`src/rtl/c1908_secded.sv`:
```
// Registered 16-bit SEC/DED decoder (c1908 function): corrected data, syndrome and error class.
// Optional input register stage: define C1908_SECDED_INREG_EN for 2-cycle latency.
module c1908_secded #(
  parameter int unsigned DATA_W = 16,
  parameter int unsigned CHK_W  = 6
) (
  input  logic              clk,
  input  logic              rst,
  input  logic              in_valid,
  input  logic              correct_en,
  input  logic [DATA_W-1:0] data_in,
  input  logic [CHK_W-1:0]  check_in,
  output logic [DATA_W-1:0] data_out,
  output logic [CHK_W-1:0]  syndrome_out,
  output logic              single_err,
  output logic              double_err,
  output logic              out_valid
);

  localparam int unsigned HAM_W   = CHK_W - 1;
  localparam int unsigned MAX_POS = DATA_W + HAM_W;

  // Codeword position of data bit idx: non-powers-of-two 3,5,6,7,9..15,17..21.
  function automatic logic [HAM_W-1:0] data_pos(input int unsigned idx);
    logic [HAM_W-1:0] pos;
    if (idx == 0)       pos = HAM_W'(3);
    else if (idx < 4)   pos = HAM_W'(idx + 4);
    else if (idx < 11)  pos = HAM_W'(idx + 5);
    else                pos = HAM_W'(idx + 6);
    return pos;
  endfunction

  logic              stg_valid;
  logic              stg_correct;
  logic [DATA_W-1:0] stg_data;
  logic [CHK_W-1:0]  stg_check;

`ifdef C1908_SECDED_INREG_EN
  // Input stage: captured every cycle; validity travels with stg_valid.
  always_ff @(posedge clk or posedge rst) begin
    if (rst) begin
      stg_valid   <= 1'b0;
      stg_correct <= 1'b0;
      stg_data    <= '0;
      stg_check   <= '0;
    end else begin
      stg_valid   <= in_valid;
      stg_correct <= correct_en;
      stg_data    <= data_in;
      stg_check   <= check_in;
    end
  end
`else
  assign stg_valid   = in_valid;
  assign stg_correct = correct_en;
  assign stg_data    = data_in;
  assign stg_check   = check_in;
`endif

  logic [HAM_W-1:0]  exp_chk;
  logic [HAM_W-1:0]  syn_ham;
  logic              syn_par;
  logic              single_c;
  logic              double_c;
  logic [DATA_W-1:0] fixed_c;

  // Syndrome, classification and optional single-bit repair.
  always_comb begin
    exp_chk = '0;
    for (int unsigned i = 0; i < DATA_W; i++) begin
      exp_chk = exp_chk ^ ({HAM_W{stg_data[i]}} & data_pos(i));
    end
    syn_ham  = exp_chk ^ stg_check[HAM_W-1:0];
    syn_par  = ^{stg_data, stg_check};
    single_c = syn_par & (32'(syn_ham) <= MAX_POS);
    double_c = syn_par ? (32'(syn_ham) > MAX_POS) : (syn_ham != '0);
    fixed_c  = stg_data;
    for (int unsigned i = 0; i < DATA_W; i++) begin
      if (stg_correct && single_c && (data_pos(i) == syn_ham)) begin
        fixed_c[i] = ~stg_data[i];
      end
    end
  end

  // Output stage: holds its contents on idle cycles.
  always_ff @(posedge clk or posedge rst) begin
    if (rst) begin
      data_out     <= '0;
      syndrome_out <= '0;
      single_err   <= 1'b0;
      double_err   <= 1'b0;
      out_valid    <= 1'b0;
    end else begin
      out_valid <= stg_valid;
      if (stg_valid) begin
        data_out     <= fixed_c;
        syndrome_out <= {syn_par, syn_ham};
        single_err   <= single_c;
        double_err   <= double_c;
      end
    end
  end

endmodule

```
`config.mk`:
```
export PLATFORM = sky130hd
export DESIGN_NAME = c1908_secded
export DESIGN_NICKNAME = d
export VERILOG_FILES = /design/src/rtl/c1908_secded.sv
export SDC_FILE = /design/constraint.sdc
export NUM_CORES = 1
export LEC_CHECK = 0
export ABC_AREA = 1
export BUFFER_PORTS_ARGS = -buffer_cell sky130_fd_sc_hd__buf_2
export CORE_MARGIN = 3
export CORE_UTILIZATION = 40
export CTS_CLUSTER_DIAMETER = 150
export CTS_CLUSTER_SIZE = 14
export DETAILED_ROUTE_END_ITERATION = 8
export GPL_ROUTABILITY_DRIVEN = 0
export GPL_TIMING_DRIVEN = 0
export MAX_ROUTING_LAYER = met4
export PLACE_DENSITY = 0.63
export SLEW_MARGIN = 25
export SYNTH_ARGS = -nofsm -noshare
export SYNTH_HDL_FRONTEND = slang
export SYNTH_SLANG_ARGS = --single-unit
```
`constraint.sdc`:
```
create_clock -name clk -period 1.15 [get_ports clk]
set_clock_uncertainty 0.2 [all_clocks]
set_input_delay 0.115 -clock clk [delete_from_list [all_inputs] [get_ports clk]]
set_output_delay 0.115 -clock clk [all_outputs]
set_load 0.1 [all_outputs]
```
; ---- Word-level counts from Yosys, hierarchy flattened
; Cells that the tools add are included.
[word_totals]
out_inout_bits = 25
wordCells = 92
inputBits = 26
register_bits = 25
[op_classes]
n_bitwise = 33
reduce_logical = 19
eq_ne = 16
order_cmp = 2
mux = 17
[op_table]
columns = op, n
row1 = "4-bit by 5-bit equality test with 1-bit output, first input constant", 7
row2 = "5-bit equality test, first input constant", 5
row3 = 5-bit XOR, 5
row4 = 4-bit XOR, 6
row5 = 22-bit XOR reduction, 1
row6 = 1-bit logical AND, 17
row7 = 1-bit two-way mux, 17
row8 = 1-bit NOT, 16
row9 = "3-bit by 5-bit equality test with 1-bit output, first input constant", 3
row10 = 3-bit XOR, 2
row11 = "2-bit by 5-bit equality test with 1-bit output, first input constant", 1
row12 = "5-bit greater-than comparator, second input constant", 1
row13 = "5-bit less-or-equal comparator, second input constant", 1
row14 = 5-bit nonzero test, 1
row15 = 4-bit by 5-bit XOR with 5-bit output, 1
row16 = 3-bit by 4-bit XOR with 4-bit output, 1
row17 = 2-bit by 3-bit XOR with 3-bit output, 1
row18 = 1-bit AND, 1

; ---- Depth between registers and ports, before layout
[logic_depth]
word_depth = 21
depth_mapped = 18
depth_no_buf = 17

; ---- Least setup slack after synthesis
; OpenSTA, ideal clock, no wires.
[synth_path]
path_kind = input port to flip-flop
startpoint = in data_in[10]
endpoint = reg data_out[3]
setup_slack_ns = -0.663
setup_ns = 0.120
path_stages = 16
arrival_ns = 1.494
n_path_buf = 2
cell_sequence = buf_4 nand2_1 inv_2 nor2_2 nand2_2 nand2_2 nor2_4 nor2_8 nand3_4 nand3_4 nand3_4 buf_6 nor2_2 nand2_1 nand3_1 nand2_1
[synth_between]
elab_chain_cells = 12
elab_cells_between_ends = 14
[synth_rtl]
columns = element, line_no
row1 = start: declaration, 11  ; input logic [DATA_W-1:0] data_in,
row2 = 4-bit XOR, 71  ; exp_chk = exp_chk ^ ({HAM_W{stg_data[i]}} & data_pos(i));
row3 = 4-bit by 5-bit XOR with 5-bit output, 71
row4 = 5-bit XOR (4 in a row), 71
row5 = 5-bit XOR, 73  ; syn_ham = exp_chk ^ stg_check[HAM_W-1:0];
row6 = 5-bit less-or-equal comparator, 75  ; single_c = syn_par & (32'(syn_ham) <= MAX_POS);
row7 = 1-bit AND, 75
row8 = 1-bit logical AND, 79  ; if (stg_correct && single_c && (data_pos(i) == syn_ham)) begin
row9 = 1-bit logical AND *, 79
row10 = 1-bit two-way mux *, 79
row11 = end signal: assignment, 96  ; data_out <= fixed_c;
row12 = end: declaration, 13  ; output logic [DATA_W-1:0] data_out,
; Every way passes the cells marked *; elsewhere a longest branch is shown, timed or not.
; A chain may end at the register's enable or synchronous reset.

; ---- Worst setup path after layout
[layout_path]
startpoint = in data_in[6]
endpoint = reg data_out[4]
[layout_between]
elab_chain_cells = 16
elab_cells_between_ends = 18
[layout_rtl]
columns = element, line_no
row1 = 4-bit XOR (5 in a row), 71
row2 = 4-bit by 5-bit XOR with 5-bit output, 71
row3 = 5-bit XOR (4 in a row), 71
row4 = 5-bit XOR, 73
row5 = 5-bit less-or-equal comparator, 75
row6 = 1-bit AND, 75
row7 = 1-bit logical AND, 79
row8 = 1-bit logical AND *, 79
row9 = 1-bit two-way mux *, 79
; Marks and branches as above.

==> impl_metrics.prom <==
# TYPE chip_impl_metric gauge
chip_impl_info{name="synth_commonest_cells",value="217 x sky130_fd_sc_hd__nand2_1, 46 x sky130_fd_sc_hd__nand3_1, 44 x sky130_fd_sc_hd__inv_1"} 1
chip_impl_metric{name="worst_setup_hold_path_clk_slew",unit="ns"} 0.09
chip_impl_info{name="run_status",value="finished with violations"} 1
chip_impl_metric{name="synth-async-reset-ratio",unit="%"} 100.0
chip_impl_metric{name="hpwl",unit="um"} 5950
chip_impl_info{name="violations",value="hold timing, setup timing"} 1
chip_impl_metric{name="synth_fp_nets",unit=""} 467
chip_impl_metric{name="ctsLongestPathBuffers",unit=""} 2
chip_impl_metric{name="floorplan.die.height",unit="um"} 85.27
chip_impl_metric{name="antenna_found_initial",unit=""} 0
chip_impl_metric{name="relSlewSlack",unit="%"} 38.91
chip_impl_metric{name="yosysTopAreaCellShare",unit="%"} 32.40
chip_impl_metric{name="ioPinCount",unit=""} 51
chip_impl_metric{name="core",unit="um2"} 5991
chip_impl_metric{name="groute.layer.met2.usage",unit="%"} 42.23
chip_impl_metric{name="yosys.cell_types.count",unit=""} 24
chip_impl_info{name="critPathMostFrequentCell",value="sky130_fd_sc_hd__nand2_1"} 1
chip_impl_metric{name="number_of_global_route_vias_before_repair",unit=""} 2900
chip_impl_info{name="post_synth_main_area_contributors",value="sky130_fd_sc_hd__nand2_1 32%, sky130_fd_sc_hd__dfrtp_1 25%, sky130_fd_sc_hd__nand3_1 9.2%"} 1
chip_impl_metric{name="drt_pass1_iterations",unit=""} 4
chip_impl_info{name="synth.most_common_cell",value="sky130_fd_sc_hd__nand2_1"} 1
chip_impl_metric{name="flow.area_growth_from_synthesis",unit="%"} 81.58
chip_impl_metric{name="finish.net_count",unit=""} 562
chip_impl_info{name="worst_hold_path_type",value="in2async"} 1
chip_impl_metric{name="gr-usage-met3",unit="%"} 1.942
chip_impl_metric{name="antennaDiodeCount",unit=""} 0
chip_impl_metric{name="cts_sinks",unit=""} 25
chip_impl_info{name="synth_top_cell_by_area",value="sky130_fd_sc_hd__nand2_1"} 1
chip_impl_info{name="grt_busiest_layer",value="met2"} 1
chip_impl_metric{name="port_buffers",unit=""} 46
chip_impl_metric{name="floorplan.die.width",unit="um"} 85.27
chip_impl_metric{name="worst_hold_slack",unit="ns"} -0.2997
chip_impl_metric{name="syn-cell-area",unit="um2"} 2514
chip_impl_metric{name="number_of_enable_flip_flop_cells_after_synthesis",unit=""} 0
chip_impl_info{name="grt_setup_unrepaired",value="true"} 1
chip_impl_metric{name="post-layout-total-power",unit="mW"} 5.448
chip_impl_info{name="crit_path_max_delay_cell_type",value="sky130_fd_sc_hd__buf_12"} 1
chip_impl_info{name="crit_path_cell_trace",value="buf_8 > inv_8 > nand2_4 > nand2_2 > nand2_2 > nand2_1 > nand2_1 > nand2_2 > inv_2 > nand2_4 > nand3_4 > nand3_4 > nand3_4 > buf_12 > nor2_4 > nand2_1 > nand3_2 > nand2_1"} 1
chip_impl_metric{name="maxCapViolCount",unit=""} 0
chip_impl_metric{name="synthesis.instances",unit=""} 441
chip_impl_metric{name="flop_and_latch_count_out_of_synthesis",unit=""} 25
chip_impl_info{name="ys_dominant_reg_cell",value="sky130_fd_sc_hd__dfrtp_1"} 1
chip_impl_metric{name="finalCriticalPeriod",unit="ns"} 1.700
chip_impl_metric{name="setup_tns",unit="ns"} -10.77
chip_impl_metric{name="drt_iter0_drc",unit=""} 257
chip_impl_metric{name="total_number_of_vias",unit=""} 3181
chip_impl_metric{name="power.static_leakage",unit="nW"} 2.141
chip_impl_metric{name="post-route-period-util",unit="%"} 147.8
chip_impl_info{name="tritoncts_clock_tree",value="built"} 1
chip_impl_metric{name="yosys_warnings",unit=""} 0
chip_impl_metric{name="final_critical_path_setup_slack",unit="ns"} -0.5500
chip_impl_metric{name="vdd_ir_drop_max",unit="mV"} 1.133
chip_impl_metric{name="drive_above_1_share",unit="%"} 55.51
chip_impl_metric{name="route.final.wire_length",unit="um"} 9330
chip_impl_metric{name="clkLatencyLatePin",unit="ns"} 0.28
chip_impl_metric{name="worst_ep_required_time",unit="ns"} 1.13
chip_impl_metric{name="vias_per_cell",unit=""} 5.215
chip_impl_metric{name="signal_arrival_time_at_the_worst_endpoint",unit="ns"} 1.68
chip_impl_metric{name="powerDensity",unit="nW/um2"} 1194
chip_impl_metric{name="synth-seq-area-share",unit="%"} 24.89
chip_impl_metric{name="clock_tree.htree_level_count",unit=""} 1
chip_impl_metric{name="final_area",unit="um2"} 4564
chip_impl_metric{name="finish.utilization",unit="%"} 76.19
chip_impl_metric{name="met1_routing_resource_usage_after_global_routing",unit="%"} 29.38
chip_impl_metric{name="final-max-slew-violation-count",unit=""} 0
chip_impl_metric{name="report.final.hold_viol_count",unit=""} 25
chip_impl_metric{name="overflow",unit=""} 0
chip_impl_metric{name="initial_core_util",unit="%"} 41.96
chip_impl_metric{name="grt_first_pass_wirelength",unit="um"} 13780
chip_impl_metric{name="fp.dieArea",unit="um2"} 7271
chip_impl_metric{name="number_of_cts_inserted_buffers",unit=""} 3
chip_impl_metric{name="ff2ff_setup_slack",unit="ns"} 0.17
chip_impl_metric{name="cp_max_fo",unit=""} 7
chip_impl_info{name="critPathKind",value="in2reg"} 1
chip_impl_metric{name="placed_area",unit="um2"} 2997
chip_impl_metric{name="max_freq",unit="GHz"} 0.5882
chip_impl_metric{name="rows",unit=""} 28
chip_impl_info{name="setup.worst_path.end_class",value="flip-flop"} 1
chip_impl_metric{name="critical-path-max-stage-delay",unit="ns"} 0.19
chip_impl_metric{name="transition_time_at_the_pin_with_the_least_slew_margin",unit="ns"} 0.9107
chip_impl_metric{name="drc",unit=""} 0
chip_impl_metric{name="grt_use_total",unit="%"} 24.24
chip_impl_metric{name="final_antenna_net_count",unit=""} 0
chip_impl_info{name="cts_root_buf",value="sky130_fd_sc_hd__clkbuf_8"} 1
chip_impl_metric{name="largest_net_degree_at_the_start_of_global_routing",unit=""} 26
chip_impl_metric{name="setup_violations",unit=""} 46
chip_impl_info{name="cp-start-kind",value="input port"} 1
chip_impl_metric{name="synthesized_area_per_cell",unit="um2"} 5.700
chip_impl_metric{name="routed_wire_length_per_instance",unit="um"} 15.30
-- what timing repair did --
item | CTS | global route
setup buffers | 20 | 7
pin swaps | 44 | 55
endpoints found under the hold margin | 39 | 27
hold buffers | 12 | 2
gates resized for setup | 164 | 172
setup endpoints to repair | 46 | 48
cloned | 3 | 0
-- through the flow --
step,setup WS [ns],std cells
final,-0.5500,610
after global routing,-0.6665,610
after CTS,-0.4802,601
after detailed placement,-1.043,562
after global placement,-1.043,562
after floorplan,-0.6452,441
-- logic make-up (layout without fill, tap and decap cells) --
family | count (synthesis) | after routing | share of synthesized area, %
and+or+nand+nor | 329 | 329 | 58.19
xor gates and xnor gates | 10 | 10 | 3.484
AOI/OAI and AO/OA | 9 | 9 | 2.190
buffers and inverters | 68 | 162 | 11.25
DFF | 25 | 25 | 24.89
-- flip-flops by register name (all words and copies together), names as in the netlist --
name / flops
single_err: 1
double_err: 1
syndrome_out: 6
data_out: 16
out_valid: 1
-- power breakdown --
part	internal, mW	total [mW]	switching (mW)
logic	1.38	3.75	2.37
registers	1.02	1.14	0.120
clock network	0.247	0.556	0.309
total	2.65	5.45	2.80
-- cell type report --
type / count / area (um2)
Multi-Input combinational cell: 348 / 2297
Fill cell: 424 / 1426
Timing Repair Buffer: 90 / 1077
Sequential cell: 25 / 656.9
Inverter: 55 / 249.0
Buffer: 13 / 141.4
Tap cell: 75 / 93.84
Clock buffer: 3 / 41.29
Clock inverter: 1 / 7.507
-- worst max-delay path: cells and delay by family --
family        cells  cell delay [ns]
buf+inv           4             0.46
simple gates     14             1.10
-- worst paths after layout --
| check | startpoint | cells past startpoint | end |
|---|---|---|---|
| max | data_in[6] | 18 | data_out[4] |
| min | rst | 2 | syndrome_out[5] |
| max reg2reg | data_out[1] | 3 | data_out[1] |
| min reg2reg | data_out[2] | 2 | data_out[2] |
| max in group asynchronous | rst | 2 | syndrome_out[4] |
| min in group clk | data_in[7] | 5 | data_out[7] |
-- routing by layer --
layer | up-vias | routed length (um)
met1 | 1474 | 3607
met4 | 0 | 293
met3 | 21 | 565
met5 | - | 0
li1 | 1563 | -
met2 | 123 | 4863
-- cell usage in the layout (no fill, tap or decap), types with 4 or more instances in the layout --
cell type,synthesis,layout
sky130_fd_sc_hd__xnor2_4,0,4
sky130_fd_sc_hd__nand2_1,217,141
sky130_fd_sc_hd__nor2_2,9,17
sky130_fd_sc_hd__nand3_2,2,17
sky130_fd_sc_hd__buf_4,2,26
sky130_fd_sc_hd__nand2_2,8,66
sky130_fd_sc_hd__inv_1,44,27
sky130_fd_sc_hd__nand4_1,14,14
sky130_fd_sc_hd__buf_2,4,5
sky130_fd_sc_hd__inv_2,11,14
sky130_fd_sc_hd__o21ai_1,0,4
sky130_fd_sc_hd__nand3_1,46,27
sky130_fd_sc_hd__clkbuf_1,5,4
sky130_fd_sc_hd__dfrtp_2,0,25
sky130_fd_sc_hd__nor2_4,1,17
sky130_fd_sc_hd__buf_12,0,23
sky130_fd_sc_hd__nand3_4,3,7
sky130_fd_sc_hd__buf_6,2,24
sky130_fd_sc_hd__dlygate4sd3_1,0,14
sky130_fd_sc_hd__nand2_4,1,19
sky130_fd_sc_hd__inv_4,0,10
Note: power is estimated with default switching activity, not from simulation.
